[src/rtl/pipe_pkg.sv]
// Shared pipeline types and constants for the unified-memory port arbiter.
package pipe_pkg;

  localparam int unsigned ADDR_W_DEFAULT = 32;
  localparam int unsigned DATA_W_DEFAULT = 32;

  localparam logic [DATA_W_DEFAULT/8-1:0] BE_ALL = '1;

  typedef enum logic [1:0] {
    IDLE,
    FETCH,
    DATA
  } arb_state_t;

endpackage

[src/rtl/arb_watchdog.sv]
// Per-transaction wait-cycle counter; flags when TIMEOUT wait cycles have elapsed.
module arb_watchdog #(
  parameter int unsigned TIMEOUT = 255,
  parameter int unsigned CNT_W   = $clog2(TIMEOUT + 1)
) (
  input  logic clk,
  input  logic reset,
  input  logic clear,
  input  logic enable,
  output logic expired
);

  logic [CNT_W-1:0] cnt_q;

  always_ff @(posedge clk) begin
    if (!reset) begin
      cnt_q <= '0;
    end else if (clear) begin
      cnt_q <= '0;
    end else if (enable && !expired) begin
      cnt_q <= cnt_q + CNT_W'(1);
    end
  end

  assign expired = (cnt_q >= CNT_W'(TIMEOUT));

endmodule

[src/rtl/mem_port_arbiter.sv]
// Arbitrates the shared instruction/data memory between fetch and MEM stages,
// with registered completion pulses, pipeline stalls and a transaction watchdog.
module mem_port_arbiter
  import pipe_pkg::*;
#(
  parameter int unsigned ADDR_W  = ADDR_W_DEFAULT,
  parameter int unsigned DATA_W  = DATA_W_DEFAULT,
  parameter int unsigned TIMEOUT = 255,
  localparam int unsigned CNT_W  = $clog2(TIMEOUT + 1)
) (
  input  logic                clk,
  input  logic                reset,
  input  logic                if_req,
  input  logic [ADDR_W-1:0]   if_addr,
  input  logic                mem_req,
  input  logic                mem_we,
  input  logic [ADDR_W-1:0]   mem_addr,
  input  logic [DATA_W-1:0]   mem_wdata,
  input  logic [DATA_W/8-1:0] mem_be,
  output logic                m_req,
  output logic                m_we,
  output logic [ADDR_W-1:0]   m_addr,
  output logic [DATA_W-1:0]   m_wdata,
  output logic [DATA_W/8-1:0] m_be,
  input  logic [DATA_W-1:0]   m_rdata,
  input  logic                m_ready,
  output logic [DATA_W-1:0]   if_rdata,
  output logic                if_valid,
  output logic [DATA_W-1:0]   mem_rdata,
  output logic                mem_valid,
  output logic                stall_fetch,
  output logic                stall_mem,
  output logic                bus_err
);

  arb_state_t state_q, state_d;

  logic                m_req_q, m_we_q;
  logic [ADDR_W-1:0]   m_addr_q;
  logic [DATA_W-1:0]   m_wdata_q;
  logic [DATA_W/8-1:0] m_be_q;
  logic [DATA_W-1:0]   if_rdata_q, mem_rdata_q;
  logic                if_valid_q, mem_valid_q, bus_err_q;

  logic busy, grant_mem, grant_if, done, abort, expired;

  arb_watchdog #(
    .TIMEOUT (TIMEOUT),
    .CNT_W   (CNT_W)
  ) u_watchdog (
    .clk     (clk),
    .reset   (reset),
    .clear   (grant_mem | grant_if),
    .enable  (busy & ~m_ready),
    .expired (expired)
  );

  always_ff @(posedge clk) begin
    if (!reset) begin
      state_q <= IDLE;
    end else begin
      state_q <= state_d;
    end
  end

  always_comb begin
    state_d = state_q;
    unique case (state_q)
      IDLE: begin
        if (grant_mem) begin
          state_d = DATA;
        end else if (grant_if) begin
          state_d = FETCH;
        end
      end
      FETCH, DATA: begin
        if (done || abort) begin
          state_d = IDLE;
        end
      end
      default: state_d = IDLE;
    endcase
  end

  // The !valid terms stop a requester re-issuing while its completion pulse is visible.
  always_comb begin
    busy        = (state_q != IDLE);
    grant_mem   = (state_q == IDLE) && mem_req && !mem_valid_q;
    grant_if    = (state_q == IDLE) && !grant_mem && if_req && !if_valid_q;
    done        = busy && m_ready;
    abort       = busy && !m_ready && expired;
    stall_mem   = mem_req && !mem_valid_q;
    stall_fetch = (if_req && !if_valid_q) || stall_mem;
  end

  always_ff @(posedge clk) begin
    if (!reset) begin
      m_req_q     <= 1'b0;
      m_we_q      <= 1'b0;
      m_addr_q    <= '0;
      m_wdata_q   <= '0;
      m_be_q      <= '0;
      if_rdata_q  <= '0;
      mem_rdata_q <= '0;
      if_valid_q  <= 1'b0;
      mem_valid_q <= 1'b0;
      bus_err_q   <= 1'b0;
    end else begin
      if_valid_q  <= 1'b0;
      mem_valid_q <= 1'b0;
      if (grant_mem) begin
        m_req_q   <= 1'b1;
        m_we_q    <= mem_we;
        m_addr_q  <= mem_addr;
        m_wdata_q <= mem_wdata;
        m_be_q    <= mem_be;
      end else if (grant_if) begin
        m_req_q  <= 1'b1;
        m_we_q   <= 1'b0;
        m_addr_q <= if_addr;
        m_be_q   <= '1;
      end
      if (done) begin
        m_req_q <= 1'b0;
        m_we_q  <= 1'b0;
        if (state_q == FETCH) begin
          if_rdata_q <= m_rdata;
          if_valid_q <= 1'b1;
        end else begin
          mem_valid_q <= 1'b1;
          if (!m_we_q) begin
            mem_rdata_q <= m_rdata;
          end
        end
      end else if (abort) begin
        m_req_q   <= 1'b0;
        m_we_q    <= 1'b0;
        bus_err_q <= 1'b1;
        if (state_q == FETCH) begin
          if_rdata_q <= '0;
          if_valid_q <= 1'b1;
        end else begin
          mem_rdata_q <= '0;
          mem_valid_q <= 1'b1;
        end
      end
    end
  end

  assign m_req     = m_req_q;
  assign m_we      = m_we_q;
  assign m_addr    = m_addr_q;
  assign m_wdata   = m_wdata_q;
  assign m_be      = m_be_q;
  assign if_rdata  = if_rdata_q;
  assign if_valid  = if_valid_q;
  assign mem_rdata = mem_rdata_q;
  assign mem_valid = mem_valid_q;
  assign bus_err   = bus_err_q;

endmodule

[config.mk]
export PLATFORM = sky130hd
export DESIGN_NAME = mem_port_arbiter
export DESIGN_NICKNAME = d
export VERILOG_FILES = /design/src/rtl/pipe_pkg.sv /design/src/rtl/arb_watchdog.sv /design/src/rtl/mem_port_arbiter.sv
export SDC_FILE = /design/constraint.sdc
export NUM_CORES = 1
export LEC_CHECK = 0
export CORE_ASPECT_RATIO = 2
export CORE_UTILIZATION = 36
export CTS_CLUSTER_SIZE = 28
export DETAILED_ROUTE_END_ITERATION = 8
export GPL_ROUTABILITY_DRIVEN = 0
export PLACE_DENSITY = 0.76
export SLEW_MARGIN = 15
export SYNTH_ARGS = -nofsm -noshare
export SYNTH_HDL_FRONTEND = slang
export SYNTH_SLANG_ARGS = --single-unit
[constraint.sdc]
create_clock -name clk -period 1.7 [get_ports clk]
set_input_delay 0.51 -clock clk [delete_from_list [all_inputs] [get_ports clk]]
set_output_delay 0.51 -clock clk [all_outputs]
set_load 0.03 [all_outputs]
==> impl_metrics.py, run 1 <==
metrics = {
    "flow_run": {
        "drv_cap": 0,
    },
    "drt": {
        "vias_per_cell": 4.992,
        "dr.first_iter.drc_count": 110,
        "num_vias": 5292,
        "post_drt_wl_per_cell_um": 16.82,
        "drtAntennaViolNets": 0,
        "drc_errors": 0,
        "drt_wl_total_um": 17830,
        "dr.pass1.iters": 4,
    },
    "logic_synthesis": {
        "netlist_area_mm2": 0.005448,
        "synth_top_area_frac": 0.5402,
        "synth_top_family_by_area": "compound AO/OA/AOI/OAI gates",
        "synth-main-ff-cell": "dfxtp_1",
        "yosys-top-cells-count": "147 x dfxtp_1, 133 x nand2_1, 64 x a22o_1, 35 x nand3_1, 33 x a21boi_0",
        "synth-edff-count": 0,
        "ys_seq_elements": 147,
        "synth_most_common_cell": "dfxtp_1",
        "ys_seq_area_frac": 0.5402,
        "syn_nets": 700,
        "yosysUniqueCellTypes": 41,
        "synth_warnings": 0,
        "synth_mux_area_frac": 0.001837,
        "async_flop_share": 0,
        "netlist_instances": 559,
        "synth_fa_ha_area_frac": 0.006890,
        "syn_avg_cell_area_um2": 9.745,
        "post-synth-top-area-cell": "dfxtp_1",
        "synth-xor-area-share": 0.008039,
        "synth_simple_gate_area_frac": 0.1582,
        "ys_top_cells_by_area": "dfxtp_1 54%, a22o_1 10%, nand2_1 9.2%",
        "synth_compound_area_frac": 0.2416,
    },
    "die": {
        "start_util": 0.3676,
        "ios": 277,
        "die_w_um": 88.99,
        "core_area_mm2": 0.01482,
        "num_rows": 63,
        "die_y_um": 176.0,
        "dieArea_mm2": 0.01566,
    },
    "sta": {
        "layout_setup_ws_ns": 0.02979,
        "skew_ns": 0.01040,
        "setup_violations": 0,
        "min_period_ns": 1.670,
        "slew_headroom": 0.7546,
        "worst_pin_slew_ns": 0.3696,
        "fmax_mhz": 598.7,
        "hold_viol_final": 0,
        "post-route-period-util": 0.9825,
        "slew_viol_final": 0,
    },
    "cts": {
        "cts_buffers": 17,
        "cts.sinks": 147,
        "cts_hold_buf": 0,
        "cts-root-buf": "clkbuf_16",
        "cts_max_level": 4,
        "clk_pin_slew_ns": 0.07,
        "cts_tree": "yes",
        "clk_path_buf_depth": 2,
        "clk_latency_ns": 0.42,
    },
    "setup_path": {
        "path_max_fanout": 2,
        "crit_arrival_ns": 1.16,
        "critical_path_class": "register to output port",
        "crit_chain": "dlygate4sd2_1",
        "critical_path_buf_inv_count": 1,
        "path_delay_family": "buffers and inverters",
        "critPathSlowestCell": "dlygate4sd2_1",
        "required_ns": 1.19,
        "cp_slowest_stage_delay_ns": 0.41,
        "cp-start-kind": "register",
        "worstSetupEndpointType": "output port",
    },
    "global_routing": {
        "antenna_found_initial": 0,
        "grt_pass1_vias": 5402,
        "grt_max_degree": 60,
        "grt.overflow.total": 0,
        "gr-usage-all-layers": 0.2248,
        "grt_pass1_wl_um": 26650,
    },
    "outcome": {
        "status": "finished clean",
    },
    "placed_design": {
        "post_dp_cell_area_mm2": 0.008645,
        "placedCellCount": 1025,
        "dp_slack_ns": -0.3703,
        "io_buffers": 276,
        "dp_hpwl_um": 12430,
    },
    "layout": {
        "multi_input_area_mm2": 0.002391,
        "area_growth_pct": 69.55,
        "regArea_mm2": 0.002945,
        "drive_gt1_frac": 0.1341,
        "final_nets": 993,
        "n_fill_cell": 1323,
        "instances_no_fill": 1060,
        "diodes": 0,
        "finalInstanceArea_mm2": 0.009236,
    },
    "power_and_ir_drop": {
        "power_leakage_nw": 4.196,
        "peakVddDrop_mv": 0.7706,
        "finalPower_mw": 14.65,
        "cellPowerDensity_mw_per_mm2": 1586,
    },
    "hold_path": {
        "holdCritPathClass": "register to register",
    },
}
==> per-stage QoR <==
step                 TNS, ns  utilization  hold WS [ns]
floorplan                  0            -        0.4647
global placement      -32.81       0.5833        0.4486
detailed placement    -36.14       0.5833        0.4535
CTS                 -0.03121       0.6194        0.4546
global route        -0.01771       0.6233        0.4716
finish                     0       0.6233        0.4598
==> layout by cell type, fill, tap and decap left out, drive strengths merged, types with 5 or more instances in the layout <==
cell	n
nand3	35
xor2	5
buf	44
a21boi	35
dlygate4sd2	51
inv	13
clkbuf	31
a22o	64
nor2	14
clkdlybuf4s50	134
nand2	133
dfxtp	147
o211a	32
clkdlybuf4s15	75
==> layer usage <==
layer / routed length [um] / track usage
met1: 6441 / 0.2175
met2: 9685 / 0.4260
met3: 1096 / 0.05096
met4: 609 / 0.1144
met5: 0 / 0
==> power by group <==
group	leakage, nW	internal, mW	switching [mW]
registers	1.20	4.22	0.381
clock network	0.287	2.22	1.59
logic	2.71	2.54	3.70
total	4.20	8.98	5.67
==> final cells by class <==
cell class / instances / share of cell area
Tap cell: 195 / 0.02642
Clock buffer: 18 / 0.04646
Sequential cell: 147 / 0.3189
Clock inverter: 14 / 0.01815
Inverter: 5 / 0.002032
Multi-Input combinational cell: 364 / 0.2589
Timing Repair Buffer: 317 / 0.3292
==> state kept, by name, indices dropped and copies added (netlist names) <==
signal	count
m_req	1
u_watchdog.cnt_q	8
if_rdata	32
if_valid	1
state_q	2
m_we	1
mem_rdata	32
mem_valid	1
bus_err	1
m_addr	32
m_wdata	32
m_be	4
==> cell families after synthesis <==
kind of cell / after synthesis
AO/OA/AOI/OAI: 152
multiplexers: 1
XOR/XNOR: 5
adder cells (fa/ha/maj): 3
AND/OR/NAND/NOR: 201
flip-flops: 147
buffers and inverters: 50
==> timing repair <==
action | CTS | global route
endpoints found under the setup margin | 177 | 145
setup buffers | 1 | 1
endpoints found under the hold margin | 0 | 0
resized for setup | 177 | 87
pin swaps | 2 | 2
cloned | 2 | 0
==> worst min-delay path, delay by kind of cell, from the launching register on <==
family / cells / cell delay, ns
flip-flops: 1 / 0.31
AND/OR/NAND/NOR: 1 / 0.04
AO/OA/AOI/OAI: 1 / 0.06
==> worst paths after layout <==
path / startpoint / endpoint / slack (ns) / cells after the start
max reg2reg: u_watchdog.cnt_q[1] / if_rdata[30] / 0.09 / 5
min: m_wdata[5] / m_wdata[5] / 0.46 / 2
min reg2reg: m_wdata[5] / m_wdata[5] / 0.46 / 2
max: mem_rdata[18] / mem_rdata[18] / 0.03 / 1
Power figures use the tool's default switching activity.
==> inputs of run 2 (changes only) <==
--- a/config.mk
+++ b/config.mk
@@ -7,7 +7,7 @@
 export LEC_CHECK = 0
 export CORE_ASPECT_RATIO = 2
 export CORE_UTILIZATION = 36
-export CTS_CLUSTER_SIZE = 28
+export CTS_CLUSTER_SIZE = 12
 export DETAILED_ROUTE_END_ITERATION = 8
 export GPL_ROUTABILITY_DRIVEN = 0
 export PLACE_DENSITY = 0.76
==> results of run 2 <==
Same layout as run 1: the final DEF is identical, and so are final timing and power.
==> inputs of run 3 (changes only) <==
--- a/config.mk
+++ b/config.mk
@@ -5,8 +5,9 @@
 export SDC_FILE = /design/constraint.sdc
 export NUM_CORES = 1
 export LEC_CHECK = 0
+export ABC_AREA = 1
 export CORE_ASPECT_RATIO = 2
-export CORE_UTILIZATION = 36
+export CORE_UTILIZATION = 37
 export CTS_CLUSTER_SIZE = 12
 export DETAILED_ROUTE_END_ITERATION = 8
 export GPL_ROUTABILITY_DRIVEN = 0
==> impl_metrics.py, run 3 <==
metrics = {
    "cts": {
        "cts_buffers": 17,
        "cts.sinks": 147,
        "clk_path_buf_depth": 2,
        "cts_hold_buf": 0,
        "cts-root-buf": "clkbuf_16",
        "cts_tree": "yes",
        "clk_pin_slew_ns": 0.06,
        "cts_max_level": 4,
        "clk_latency_ns": 0.41,
    },
    "sta": {
        "slew_headroom": 0.7199,
        "min_period_ns": 1.665,
        "skew_ns": 0.01246,
        "slew_viol_final": 0,
        "fin_tns_setup_ns": 0,
        "hold_viol_final": 0,
        "setup_violations": 0,
        "post-route-period-util": 0.9796,
        "layout_setup_ws_ns": 0.03464,
        "fmax_mhz": 600.5,
        "worst_pin_slew_ns": 0.4202,
        "rsz0062_at_grt": "yes",
    },
    "setup_path": {
        "required_ns": 1.19,
        "cp-startpoint": "mem_rdata[5]",
        "critical_path_class": "register to output port",
        "cp_slowest_stage_delay_ns": 0.41,
        "cp_num_cells": 1,
        "critical_path_buf_inv_count": 1,
        "path_delay_family": "buffers and inverters",
        "path_max_fanout": 2,
        "worst-r2r-cell-count": 10,
        "rr_startpoint": "state_q[0]",
        "crit_arrival_ns": 1.16,
        "timing.critical_path.to": "mem_rdata[5]",
        "rrSetupSlack_ns": 0.13,
        "crit_chain": "clkdlybuf4s15_1",
        "worstSetupEndpointType": "output port",
        "critPathSlowestCell": "clkdlybuf4s15_1",
        "cp-start-kind": "register",
        "timing.rr.end": "m_addr[24]",
    },
    "logic_synthesis": {
        "ys_seq_elements": 147,
        "synth-main-ff-cell": "dfxtp_1",
        "netlist_area_mm2": 0.005909,
        "yosysUniqueCellTypes": 32,
        "netlist_instances": 791,
        "async_flop_share": 0,
        "ys_top_cells_by_area": "dfxtp_1 50%, nor2_1 11%, nand2_1 9.8%",
        "syn_nets": 932,
        "synth_top_area_frac": 0.4980,
        "syn_avg_cell_area_um2": 7.471,
        "synth_warnings": 0,
        "synth-edff-count": 0,
        "post-synth-top-area-cell": "dfxtp_1",
        "yosys-top-cells-count": "176 x nor2_1, 155 x nand2_1, 147 x dfxtp_1, 58 x o21ai_0, 50 x inv_1",
        "ys_seq_area_frac": 0.4980,
        "synth_most_common_cell": "nor2_1",
    },
    "global_routing": {
        "antenna_found_initial": 0,
        "met2_usage": 0.4170,
        "grt_max_degree": 75,
        "grt.overflow.total": 0,
        "grt_use_met3": 0.05345,
        "use_met1": 0.2317,
        "grt_most_used_layer": "met2",
        "grt_pass1_vias": 5978,
        "grt_pass1_wl_um": 29350,
        "gr-usage-all-layers": 0.2233,
    },
    "drt": {
        "post_drt_wl_per_cell_um": 14.13,
        "vias_per_cell": 4.755,
        "drt_wl_total_um": 18140,
        "dr.pass1.iters": 4,
        "drtAntennaViolNets": 0,
        "drc_errors": 0,
        "dr.first_iter.drc_count": 221,
        "num_vias": 6105,
    },
    "layout": {
        "diodes": 0,
        "drive_gt1_frac": 0.1025,
        "multi_input_area_mm2": 0.002531,
        "finalInstanceArea_mm2": 0.009623,
        "area_growth_pct": 62.84,
        "regArea_mm2": 0.002945,
        "mostFrequentLayoutCells": "175 x nor2_1, 155 x nand2_1, 145 x dfxtp_1, 134 x clkdlybuf4s50_1, 72 x clkdlybuf4s15_1",
        "n_fill_cell": 1426,
        "final_common_cell": "nor2_1",
        "final_nets": 1211,
    },
    "die": {
        "die_w_um": 91.36,
        "ios": 277,
        "dieArea_mm2": 0.01651,
        "core_area_mm2": 0.01570,
        "num_rows": 65,
        "die_y_um": 180.7,
        "start_util": 0.3765,
    },
    "placed_design": {
        "io_buffers": 276,
        "dp_hpwl_um": 13440,
        "dp_slack_ns": -0.3136,
        "post_dp_cell_area_mm2": 0.009047,
    },
    "flow_run": {
        "drv_cap": 0,
    },
    "power_and_ir_drop": {
        "power_leakage_nw": 4.181,
        "finalPower_mw": 12.92,
        "peakVddDrop_mv": 0.7210,
        "cellPowerDensity_mw_per_mm2": 1343,
    },
    "hold_path": {
        "holdCritPathClass": "register to register",
    },
    "outcome": {
        "status": "finished clean",
    },
}
-- run 3: changes by cell type in the layout (fill, tap and decap cells not counted), sizes merged, moves of 35 or more --
cell    before  now
nor2        14  181
o21ai        3   73
a22o        64    0
inv         13   58
a21oi        3   42
a21boi      35    0
-- run 3: logic make-up after synthesis --
logic type               Yosys count  share of synthesized area
XOR/XNOR                           2                   0.002965
AO/OA/AOI/OAI                    148                     0.1467
buffers and inverters            107                    0.07855
AND/OR/NAND/NOR                  384                     0.2674
adder cells (fa/ha/maj)            3                   0.006353
flip-flops                       147                     0.4980
-- run 3: area by class of cell --
type	instances	area share
timing repair buffer	312	0.3163
clock inverter	13	0.02054
inverter	55	0.02184
tap	201	0.02613
clock buffer	19	0.04603
multi-input combinational	537	0.2630
sequential	147	0.3061
-- run 3: what timing repair did --
action | in CTS | in global routing
endpoints found under the setup margin | 166 | 192
pin swaps | 1 | 2
resized for setup | 157 | 93
hold endpoints to repair | 0 | 0
buffers inserted | 2 | 2
-- run 3: worst min-delay path by stage --
stage,cells past startpoint,startpoint,endpoint
6_report,2,m_addr[25],m_addr[25]
5_1_grt,2,m_addr[30],m_addr[30]
4_1_cts,2,m_addr[8],m_addr[8]
3_5_place_dp,2,m_addr[8],m_addr[8]
3_3_place_gp,2,m_addr[11],m_addr[11]
2_1_floorplan,2,state_q[1],state_q[1]
-- run 3: stage by stage --
step                instances  hold slack (ns)  utilization
finish                   1284           0.4480       0.6131
global route             1284           0.4652       0.6131
floorplan                 791           0.4391            -
detailed placement       1248           0.4392       0.5764
CTS                      1282           0.4493       0.6092
global placement         1248           0.4361       0.5764
-- run 3: layer usage --
| layer | part of all wire | vias up |
|---|---|---|
| met5 | 0 | - |
| met2 | 0.55 | 182 |
| met3 | 0.044 | 35 |
| met4 | 0.030 | 0 |
| met1 | 0.38 | 2810 |
| li1 | - | 3078 |
-- run 3: power breakdown --
group	total, mW	internal (mW)	switching [mW]
clock network	4.05	2.53	1.52
registers	4.34	4.04	0.295
logic	4.53	1.70	2.84
total	12.9	8.27	4.65
